--- src/rtl/dvp_rgb565_capture.sv ---
// OV5640 DVP receiver: discards settling frames, packs byte pairs into RGB565,
// expands to RGB888 and tags each pixel with position, frame markers and error pulses.
module dvp_rgb565_capture #(
    parameter int H_RES       = 1280,
    parameter int V_RES       = 720,
    parameter int SKIP_FRAMES = 10,
    parameter bit VS_POL      = 1'b1
) (
    input  logic        I_clk,
    input  logic        I_rst_n,
    input  logic        I_vsync,
    input  logic        I_href,
    input  logic [7:0]  I_data,
    output logic        O_pix_valid,
    output logic [15:0] O_pix_data,
    output logic [7:0]  O_data_r,
    output logic [7:0]  O_data_g,
    output logic [7:0]  O_data_b,
    output logic [11:0] O_x,
    output logic [11:0] O_y,
    output logic        O_sof,
    output logic        O_eol,
    output logic        O_eof,
    output logic [15:0] O_frame_cnt,
    output logic        O_line_err,
    output logic        O_frame_err,
    output logic        O_ready
);
    typedef enum logic [1:0] {ST_SYNC = 2'd0, ST_SKIP = 2'd1, ST_FRAME = 2'd2} state_t;

    localparam logic [11:0] H_RES_C = 12'(H_RES);
    localparam logic [11:0] V_RES_C = 12'(V_RES);
    localparam logic [11:0] H_LAST  = 12'(H_RES - 1);
    localparam logic [11:0] V_LAST  = 12'(V_RES - 1);
    localparam logic [15:0] SKIP_C  = 16'(SKIP_FRAMES);
    localparam logic [11:0] CNT_MAX = 12'hFFF;

    logic        vs1_q, vs_prev_q, hs1_q, hs_prev_q;
    logic [7:0]  d1_q;
    logic        blank_start_s, href_fall_s;
    logic [11:0] y_line_s;

    state_t      state_q, state_d;
    logic [15:0] skip_cnt_q, skip_cnt_d, frame_cnt_q, frame_cnt_d;
    logic        ready_q, ready_d, phase_q, phase_d, abort_q, abort_d;
    logic [7:0]  hi_q, hi_d;
    logic [11:0] x_q, x_d, y_q, y_d;

    logic        s2_valid_q, s2_valid_d, s2_lerr_q, s2_lerr_d, s2_ferr_q, s2_ferr_d;
    logic [15:0] s2_pix_q, s2_pix_d;
    logic [11:0] s2_x_q, s2_x_d, s2_y_q, s2_y_d;

    logic        pix_valid_q, pix_valid_d, sof_q, sof_d, eol_q, eol_d, eof_q, eof_d;
    logic        line_err_q, line_err_d, frame_err_q, frame_err_d;
    logic [15:0] pix_data_q, pix_data_d;
    logic [7:0]  data_r_q, data_r_d, data_g_q, data_g_d, data_b_q, data_b_d;
    logic [11:0] x_out_q, x_out_d, y_out_q, y_out_d;

    // Stage-1 bus capture plus one cycle of history for edge detection
    always_ff @(posedge I_clk or negedge I_rst_n) begin
        if (!I_rst_n) begin
            vs1_q     <= ~VS_POL;
            vs_prev_q <= ~VS_POL;
            hs1_q     <= 1'b0;
            hs_prev_q <= 1'b0;
            d1_q      <= 8'h00;
        end else begin
            vs1_q     <= I_vsync;
            vs_prev_q <= vs1_q;
            hs1_q     <= I_href;
            hs_prev_q <= hs1_q;
            d1_q      <= I_data;
        end
    end

    assign blank_start_s = (vs1_q == VS_POL) && (vs_prev_q != VS_POL);
    assign href_fall_s   = hs_prev_q && !hs1_q;

    // Frame FSM, byte packing, position counters and line/frame checks
    always_comb begin
        state_d     = state_q;
        skip_cnt_d  = skip_cnt_q;
        ready_d     = ready_q;
        frame_cnt_d = frame_cnt_q;
        phase_d     = phase_q;
        hi_d        = hi_q;
        x_d         = x_q;
        y_d         = y_q;
        abort_d     = abort_q;
        s2_valid_d  = 1'b0;
        s2_pix_d    = s2_pix_q;
        s2_x_d      = s2_x_q;
        s2_y_d      = s2_y_q;
        s2_lerr_d   = 1'b0;
        s2_ferr_d   = 1'b0;
        y_line_s    = y_q;
        case (state_q)
            ST_SYNC: begin
                if (blank_start_s) begin
                    if (SKIP_C == 16'd0) begin
                        state_d = ST_FRAME;
                        ready_d = 1'b1;
                    end else begin
                        state_d = ST_SKIP;
                    end
                end else begin
                    state_d = ST_SYNC;
                end
            end
            ST_SKIP: begin
                if (blank_start_s) begin
                    skip_cnt_d = skip_cnt_q + 16'd1;
                    if ((skip_cnt_q + 16'd1) == SKIP_C) begin
                        state_d = ST_FRAME;
                        ready_d = 1'b1;
                    end else begin
                        state_d = ST_SKIP;
                    end
                end else begin
                    state_d = ST_SKIP;
                end
            end
            ST_FRAME: begin
                if (hs1_q && !abort_q) begin
                    if (!phase_q) begin
                        hi_d    = d1_q;
                        phase_d = 1'b1;
                    end else begin
                        phase_d = 1'b0;
                        x_d     = (x_q == CNT_MAX) ? x_q : x_q + 12'd1;
                        if ((x_q < H_RES_C) && (y_q < V_RES_C)) begin
                            s2_valid_d = 1'b1;
                            s2_pix_d   = {hi_q, d1_q};
                            s2_x_d     = x_q;
                            s2_y_d     = y_q;
                        end else begin
                            s2_valid_d = 1'b0;
                        end
                    end
                end else begin
                    // An aborted line stays ignored until href drops
                    phase_d = 1'b0;
                    abort_d = abort_q && hs1_q;
                end
                if (href_fall_s && !abort_q) begin
                    y_line_s  = (y_q == CNT_MAX) ? y_q : y_q + 12'd1;
                    s2_lerr_d = phase_q || (x_q != H_RES_C);
                    x_d       = 12'd0;
                    y_d       = y_line_s;
                    phase_d   = 1'b0;
                end else begin
                    y_line_s = y_q;
                end
                // Frame check counts a line whose href fell in this same cycle
                if (blank_start_s) begin
                    frame_cnt_d = frame_cnt_q + 16'd1;
                    x_d         = 12'd0;
                    y_d         = 12'd0;
                    phase_d     = 1'b0;
                    if (hs1_q) begin
                        s2_valid_d = 1'b0;
                        s2_lerr_d  = 1'b1;
                        s2_ferr_d  = 1'b1;
                        abort_d    = 1'b1;
                    end else begin
                        s2_ferr_d = (y_line_s != V_RES_C);
                    end
                end else begin
                    frame_cnt_d = frame_cnt_q;
                end
            end
            default: begin
                state_d = ST_SYNC;
            end
        endcase
    end

    // Output stage: RGB888 expansion and markers registered with the valid strobe
    always_comb begin
        pix_valid_d = s2_valid_q;
        pix_data_d  = s2_pix_q;
        data_r_d    = {s2_pix_q[15:11], s2_pix_q[15:13]};
        data_g_d    = {s2_pix_q[10:5], s2_pix_q[10:9]};
        data_b_d    = {s2_pix_q[4:0], s2_pix_q[4:2]};
        x_out_d     = s2_x_q;
        y_out_d     = s2_y_q;
        sof_d       = s2_valid_q && (s2_x_q == 12'd0) && (s2_y_q == 12'd0);
        eol_d       = s2_valid_q && (s2_x_q == H_LAST);
        eof_d       = s2_valid_q && (s2_x_q == H_LAST) && (s2_y_q == V_LAST);
        line_err_d  = s2_lerr_q;
        frame_err_d = s2_ferr_q;
    end

    // State, packing, pipeline and output registers
    always_ff @(posedge I_clk or negedge I_rst_n) begin
        if (!I_rst_n) begin
            state_q     <= ST_SYNC;
            skip_cnt_q  <= 16'd0;
            ready_q     <= 1'b0;
            frame_cnt_q <= 16'd0;
            phase_q     <= 1'b0;
            hi_q        <= 8'h00;
            x_q         <= 12'd0;
            y_q         <= 12'd0;
            abort_q     <= 1'b0;
            s2_valid_q  <= 1'b0;
            s2_pix_q    <= 16'h0000;
            s2_x_q      <= 12'd0;
            s2_y_q      <= 12'd0;
            s2_lerr_q   <= 1'b0;
            s2_ferr_q   <= 1'b0;
            pix_valid_q <= 1'b0;
            pix_data_q  <= 16'h0000;
            data_r_q    <= 8'h00;
            data_g_q    <= 8'h00;
            data_b_q    <= 8'h00;
            x_out_q     <= 12'd0;
            y_out_q     <= 12'd0;
            sof_q       <= 1'b0;
            eol_q       <= 1'b0;
            eof_q       <= 1'b0;
            line_err_q  <= 1'b0;
            frame_err_q <= 1'b0;
        end else begin
            state_q     <= state_d;
            skip_cnt_q  <= skip_cnt_d;
            ready_q     <= ready_d;
            frame_cnt_q <= frame_cnt_d;
            phase_q     <= phase_d;
            hi_q        <= hi_d;
            x_q         <= x_d;
            y_q         <= y_d;
            abort_q     <= abort_d;
            s2_valid_q  <= s2_valid_d;
            s2_pix_q    <= s2_pix_d;
            s2_x_q      <= s2_x_d;
            s2_y_q      <= s2_y_d;
            s2_lerr_q   <= s2_lerr_d;
            s2_ferr_q   <= s2_ferr_d;
            pix_valid_q <= pix_valid_d;
            pix_data_q  <= pix_data_d;
            data_r_q    <= data_r_d;
            data_g_q    <= data_g_d;
            data_b_q    <= data_b_d;
            x_out_q     <= x_out_d;
            y_out_q     <= y_out_d;
            sof_q       <= sof_d;
            eol_q       <= eol_d;
            eof_q       <= eof_d;
            line_err_q  <= line_err_d;
            frame_err_q <= frame_err_d;
        end
    end

    assign O_pix_valid = pix_valid_q;
    assign O_pix_data  = pix_data_q;
    assign O_data_r    = data_r_q;
    assign O_data_g    = data_g_q;
    assign O_data_b    = data_b_q;
    assign O_x         = x_out_q;
    assign O_y         = y_out_q;
    assign O_sof       = sof_q;
    assign O_eol       = eol_q;
    assign O_eof       = eof_q;
    assign O_frame_cnt = frame_cnt_q;
    assign O_line_err  = line_err_q;
    assign O_frame_err = frame_err_q;
    assign O_ready     = ready_q;
endmodule

--- config.mk ---
export PLATFORM = sky130hd
export DESIGN_NAME = dvp_rgb565_capture
export DESIGN_NICKNAME = d
export VERILOG_FILES = /design/src/rtl/dvp_rgb565_capture.sv
export SDC_FILE = /design/constraint.sdc
export NUM_CORES = 1
export LEC_CHECK = 0
export ABC_AREA = 1
export CAP_MARGIN = 20
export CORE_MARGIN = 2
export CORE_UTILIZATION = 55
export CTS_BUF_LIST = sky130_fd_sc_hd__clkbuf_2 sky130_fd_sc_hd__clkbuf_4 sky130_fd_sc_hd__clkbuf_8
export CTS_CLUSTER_SIZE = 25
export DETAILED_ROUTE_END_ITERATION = 8
export HOLD_SLACK_MARGIN = 0.08
export PLACE_DENSITY_LB_ADDON = 0.3
export RECOVER_POWER = 100
export SLEW_MARGIN = 40
export SYNTH_ARGS = -nofsm -noshare
export SYNTH_HDL_FRONTEND = slang
export SYNTH_SLANG_ARGS = --single-unit
--- constraint.sdc ---
create_clock -name I_clk -period 2.21 [get_ports I_clk]
set_clock_uncertainty 0.1 [all_clocks]
set_input_delay 0.442 -clock I_clk [delete_from_list [all_inputs] [get_ports I_clk]]
set_output_delay 0.442 -clock I_clk [all_outputs]
set_load 0.005 [all_outputs]
-- Word-level counts from Yosys, hierarchy flattened
Index checks and enable logic that the tools add are counted.
- logic and storage cells: 107
- ROM bits: 0
- bits in latches: 0
- register bits after elaboration: 194
- memories kept: 0
- RAM bits: 0
- add/subtract/negate cells: 4
- bitwise gates (word level): 2
- divide/modulo/power cells: 0
- multiply operators: 0
- reductions and logical operators: 24
- muxes and demuxes: 33
- equal/unequal tests: 10
- $lt $le $gt $ge: 2
- shifts and indexed selects: 0
- operators by type and width (cell ; number):
    $mux W12 ; 9
    $add A16 B1 Y16 const B ; 2
    $add A12 B1 Y12 const B ; 2
    $eq A12 B12 Y1 const B ; 2
    $logic_not A12 Y1 ; 2
    $mux W1 ; 21
    $eq A16 B4 Y1 const B ; 1
    $eq A12 B10 Y1 const B ; 1
    $eq A12 B11 Y1 const B ; 1
    $lt A12 B10 Y1 const B ; 1
    $lt A12 B11 Y1 const B ; 1
    $ne A12 B10 Y1 const B ; 1
    $ne A12 B11 Y1 const B ; 1
    $logic_and A1 B1 Y1 ; 10
    $reduce_and A4 Y1 ; 2
    $pmux W2 S3 ; 1
    $reduce_and A3 Y1 ; 2
    $reduce_bool A3 Y1 ; 2
    $mux W2 ; 2
    $reduce_and A2 Y1 ; 2
    $ne A3 B2 Y1 const B ; 1
    $eq A2 B1 Y1 const B ; 1
    $eq A2 B2 Y1 const B ; 1
    $logic_not A1 Y1 ; 2
    3 further kinds ; 4

-- Longest topological paths before layout
- word-level depth: 9
- gate-level depth with buffers: 13

-- Least setup slack after synthesis
OpenSTA, ideal clock, no wires.
- kind: register to register
- start point: register skip_cnt_q[1]
- end point: register state_q[0]
- cell stages (with the launch flop): 12
- data required time: 1997 ps
- arrival: 1499 ps
- clock period less this slack: 1712 ps
- slack: 498 ps
- cell sequence: dfrtp_1 ha_1 nand2_1 nor2_2 nand2_1 nor2_1 xnor2_1 nand2_1 nor2_1 nand3_1 nand2_1 inv_1
- cells in the longest elaborated chain, start to end: 5
- RTL lines (what ; line ; text):
    start, declared ; 44 ; logic [15:0] skip_cnt_q, skip_cnt_d, frame_cnt_q, frame_cnt_d;
    start signal, assigned ; 226 ; skip_cnt_q <= skip_cnt_d;
    $add A16 B1 Y16 ; 113 ; if ((skip_cnt_q + 16'd1) == SKIP_C) begin
    $eq A16 B4 Y1 ; 113 ;
    $mux W2 ; 113 ;
    $mux W2 ; 111 ; if (blank_start_s) begin
    $pmux W2 S3 ; 97 ; case (state_q)
    end signal, assigned ; 225 ; state_q <= state_d;
    end, declared ; 43 ; state_t state_q, state_d;
No other way between the ends.
A chain may end at the register's enable or synchronous reset.

-- Worst setup path after layout
- start point: register frame_cnt_q[8], in the netlist O_frame_cnt[8]
- end point: output O_frame_cnt[8]
- RTL lines (what ; line ; text):
    start, declared ; 44 ;
    start signal, assigned ; 228 ; frame_cnt_q <= frame_cnt_d;
    end, declared ; 24 ; output logic [15:0] O_frame_cnt,
No word-level cell between the ends.

==> results.ini <==
[setup_path]
r2r_start = skip_cnt_q[0]
required_ns = 1.67
crit_family = buffers and inverters
r2r_cells = 13
path_cells = dlygate4sd3_1
worstSetupStartpointType = flip-flop
path_max_fanout = 7
reg2reg_to = state_q[0]
slowest_delay_ns = 0.60
worst_setup_path_end_kind = output port
crit_slowest_cell = dlygate4sd3_1
critPathKind = reg -> out
r2r_slack_ns = 0.22
critPathBufInv = 1
critPathArrivalTime_ns = 1.54

[detailed_routing]
wl_met2_um = 6966
routed.top_layer = met4
drt-initial-drc-count = 413
postRouteAntennaNets = 0
drc = 0
wl_per_cell_um = 13.73
drtPass1Iterations = 7
vias = 5502
routed_wirelength_um = 14720
viasPerCell = 5.132
met3WireLength_um = 771
drt-met1-wl_um = 6754

[clocking]
cts_root_buf = clkbuf_8
clk-insertion-delay-late_ns = 0.46
cts_buffers = 17
cts.sinks = 170
cts_tree = yes
clkTransAtPathRegs_ns = 0.09
cts_buffer_depth = 2
htreeDepth = 4

[final_layout]
area_delta_synth_final_pct = 19.31
utilization_pct = 66.42
multi_input_area_um2 = 2379
regArea_um2 = 4254
drive_gt1_share_pct = 7.701
num_antenna_cells = 0
final_nets = 901
nFillCells = 1029

[sta]
tightestPinTransition_ns = 1.170
fin_tns_setup_ns = 0
slew_headroom_pct = 21.99
rsz0062_at_grt = false
clock.fmax_ghz = 0.4808
period_minus_slack_ns = 2.080
finalWorstSetupSlack_ns = 0.1303
finalSetupViolations = 0
fin_crit_sh_pct = 94.10
slew_violations = 0
hold_viol_final = 0

[floorplan]
dieArea_um2 = 14180
rows = 42
core_area_um2 = 13090
die_width_um = 119.1
num_io_pins = 99
initial_core_util_pct = 55.67
die_h_um = 119.1

[logic_synthesis]
ys_ff_latch = 170
synth-warning-count = 0
synth_area_um2 = 7284
synth-async-reset-ratio_pct = 100.0
syn-num-nets = 808
ys_types = 36
syn_inst = 790
postSynthAreaPerCell_um2 = 9.221
ys_seq_area_share_pct = 58.40
synth_edf_count = 0
synth_ff_type = dfrtp_1

[place]
io_buffers = 98
place_ws_ns = 0.04615
routabilityCongestion = 0.9084
dp.final_hpwl_um = 10770

[pwr]
power_mw = 5.668
power_density_nw_per_um2 = 652.2
ir_drop_mv = 0.3008
leakagePower_nw = 4.484

[status]
status = finished clean

[flow_run]
cap_violations = 0

[worst_hold_path]
min_path_cells = 0
holdPathEnd = O_frame_err
worstHoldStart = frame_err_d
hp-class = reg -> reg

[global_route]
grt_pass1_wl_um = 25250
grt_max_degree = 46
grt_pass1_vias = 5274
grt_overflow = 0
antenna_found_initial = 0
grt_usage_pct = 22.46

==> cell type report <==
cell class	count	area share (%)
flip-flops and latches	170	48.95
multi-input cells	488	27.37
repair buffers	114	12.65
inverters	92	3.974
clock buffers	19	2.937
well taps	176	2.534
clock inverters	13	1.584
==> metrics by stage <==
stage	hold WS, ns	cells	instance area (µm²)
final	0.2683	1072	8691
after global routing	0.2802	1072	8691
after CTS	0.2713	1072	8750
after detailed placement	0.2417	1039	8347
after global placement	0.2436	1039	8347
after floorplan	0.04641	790	7284
==> repair_timing <==
item | 4_1_cts | 5_1_grt
gates resized for setup | 0 | 7
setup buffers | 0 | 0
endpoints found under the hold margin | 42 | 0
endpoints found under the setup margin | 0 | 16
hold buffers | 1 | 0
==> cells in the mapped netlist, drive strengths merged (2+ instances only) <==
library cell / count / area [µm²]
a31oi: 4 / 25.02
inv: 91 / 341.6
buf: 34 / 267.8
o21ai: 67 / 384.1
nand4: 19 / 118.9
dfrtp: 170 / 4254
clkbuf: 6 / 22.52
nor4: 7 / 43.79
o22ai: 6 / 37.54
xnor2: 4 / 35.03
xor2: 17 / 148.9
nand3b: 4 / 30.03
nand3: 50 / 255.3
nor3: 15 / 85.08
nor2: 65 / 266.5
a21oi: 8 / 40.04
nand2: 208 / 788.3
ha: 6 / 75.07
o21bai: 2 / 15.01
==> placed cells by master, fill, tap and decap left out, drive strengths merged, types with 17 or more instances in the layout <==
master,count
clkbuf,23
dfrtp,170
dlygate4sd3,98
inv,95
nand2,208
nand3,50
nand4,19
nor2,65
o21ai,67
xor2,17
==> logic make-up after synthesis <==
family                     Yosys count  share of synthesized area (%)
DFF                                170                          58.40
adders and majority gates            6                          1.031
buffers and inverters              132                          8.725
xor gates and xnor gates            21                          2.525
AOI/OAI and AO/OA                   91                          7.334
and+or+nand+nor                    370                          21.99
==> sequential cells by signal, summed over array words and instances (netlist names), 2 cells and up <==
signal	cells
O_data_b	5
O_data_g	6
O_data_r	5
O_frame_cnt	16
O_x	12
O_y	12
d1_q	8
hi_q	8
pix_data_d	16
s2_x_q	12
s2_y_q	12
skip_cnt_q	16
state_q	2
x_q	12
y_q	12
==> worst max-delay path by stage <==
stage | slack, ns | start | endpoint | cells after the start
finish | 0.13 | O_frame_cnt[8] | O_frame_cnt[8] | 1
global route | 0.008 | skip_cnt_q[1] | state_q[0] | 11
CTS | 0.04 | vs1_q | O_frame_cnt[12] | 9
detailed placement | 0.05 | vs1_q | O_frame_cnt[12] | 9
global placement | 0.06 | vs_prev_q | O_frame_cnt[14] | 8
floorplan | 0.50 | skip_cnt_q[1] | state_q[0] | 11
==> layer usage <==
layer / up-vias / track usage [%]
met5: - / 0
met2: 172 / 35.34
met1: 2609 / 31.29
met4: 0 / 8.110
met3: 20 / 4.502
li1: 2701 / -
==> where the power goes <==
| group | internal, mW | switching, mW |
|---|---|---|
| sequential | 3.17 | 0.0686 |
| clock | 0.961 | 1.15 |
| combinational | 0.103 | 0.211 |
| total | 4.24 | 1.43 |
Power figures use the tool's default switching activity.
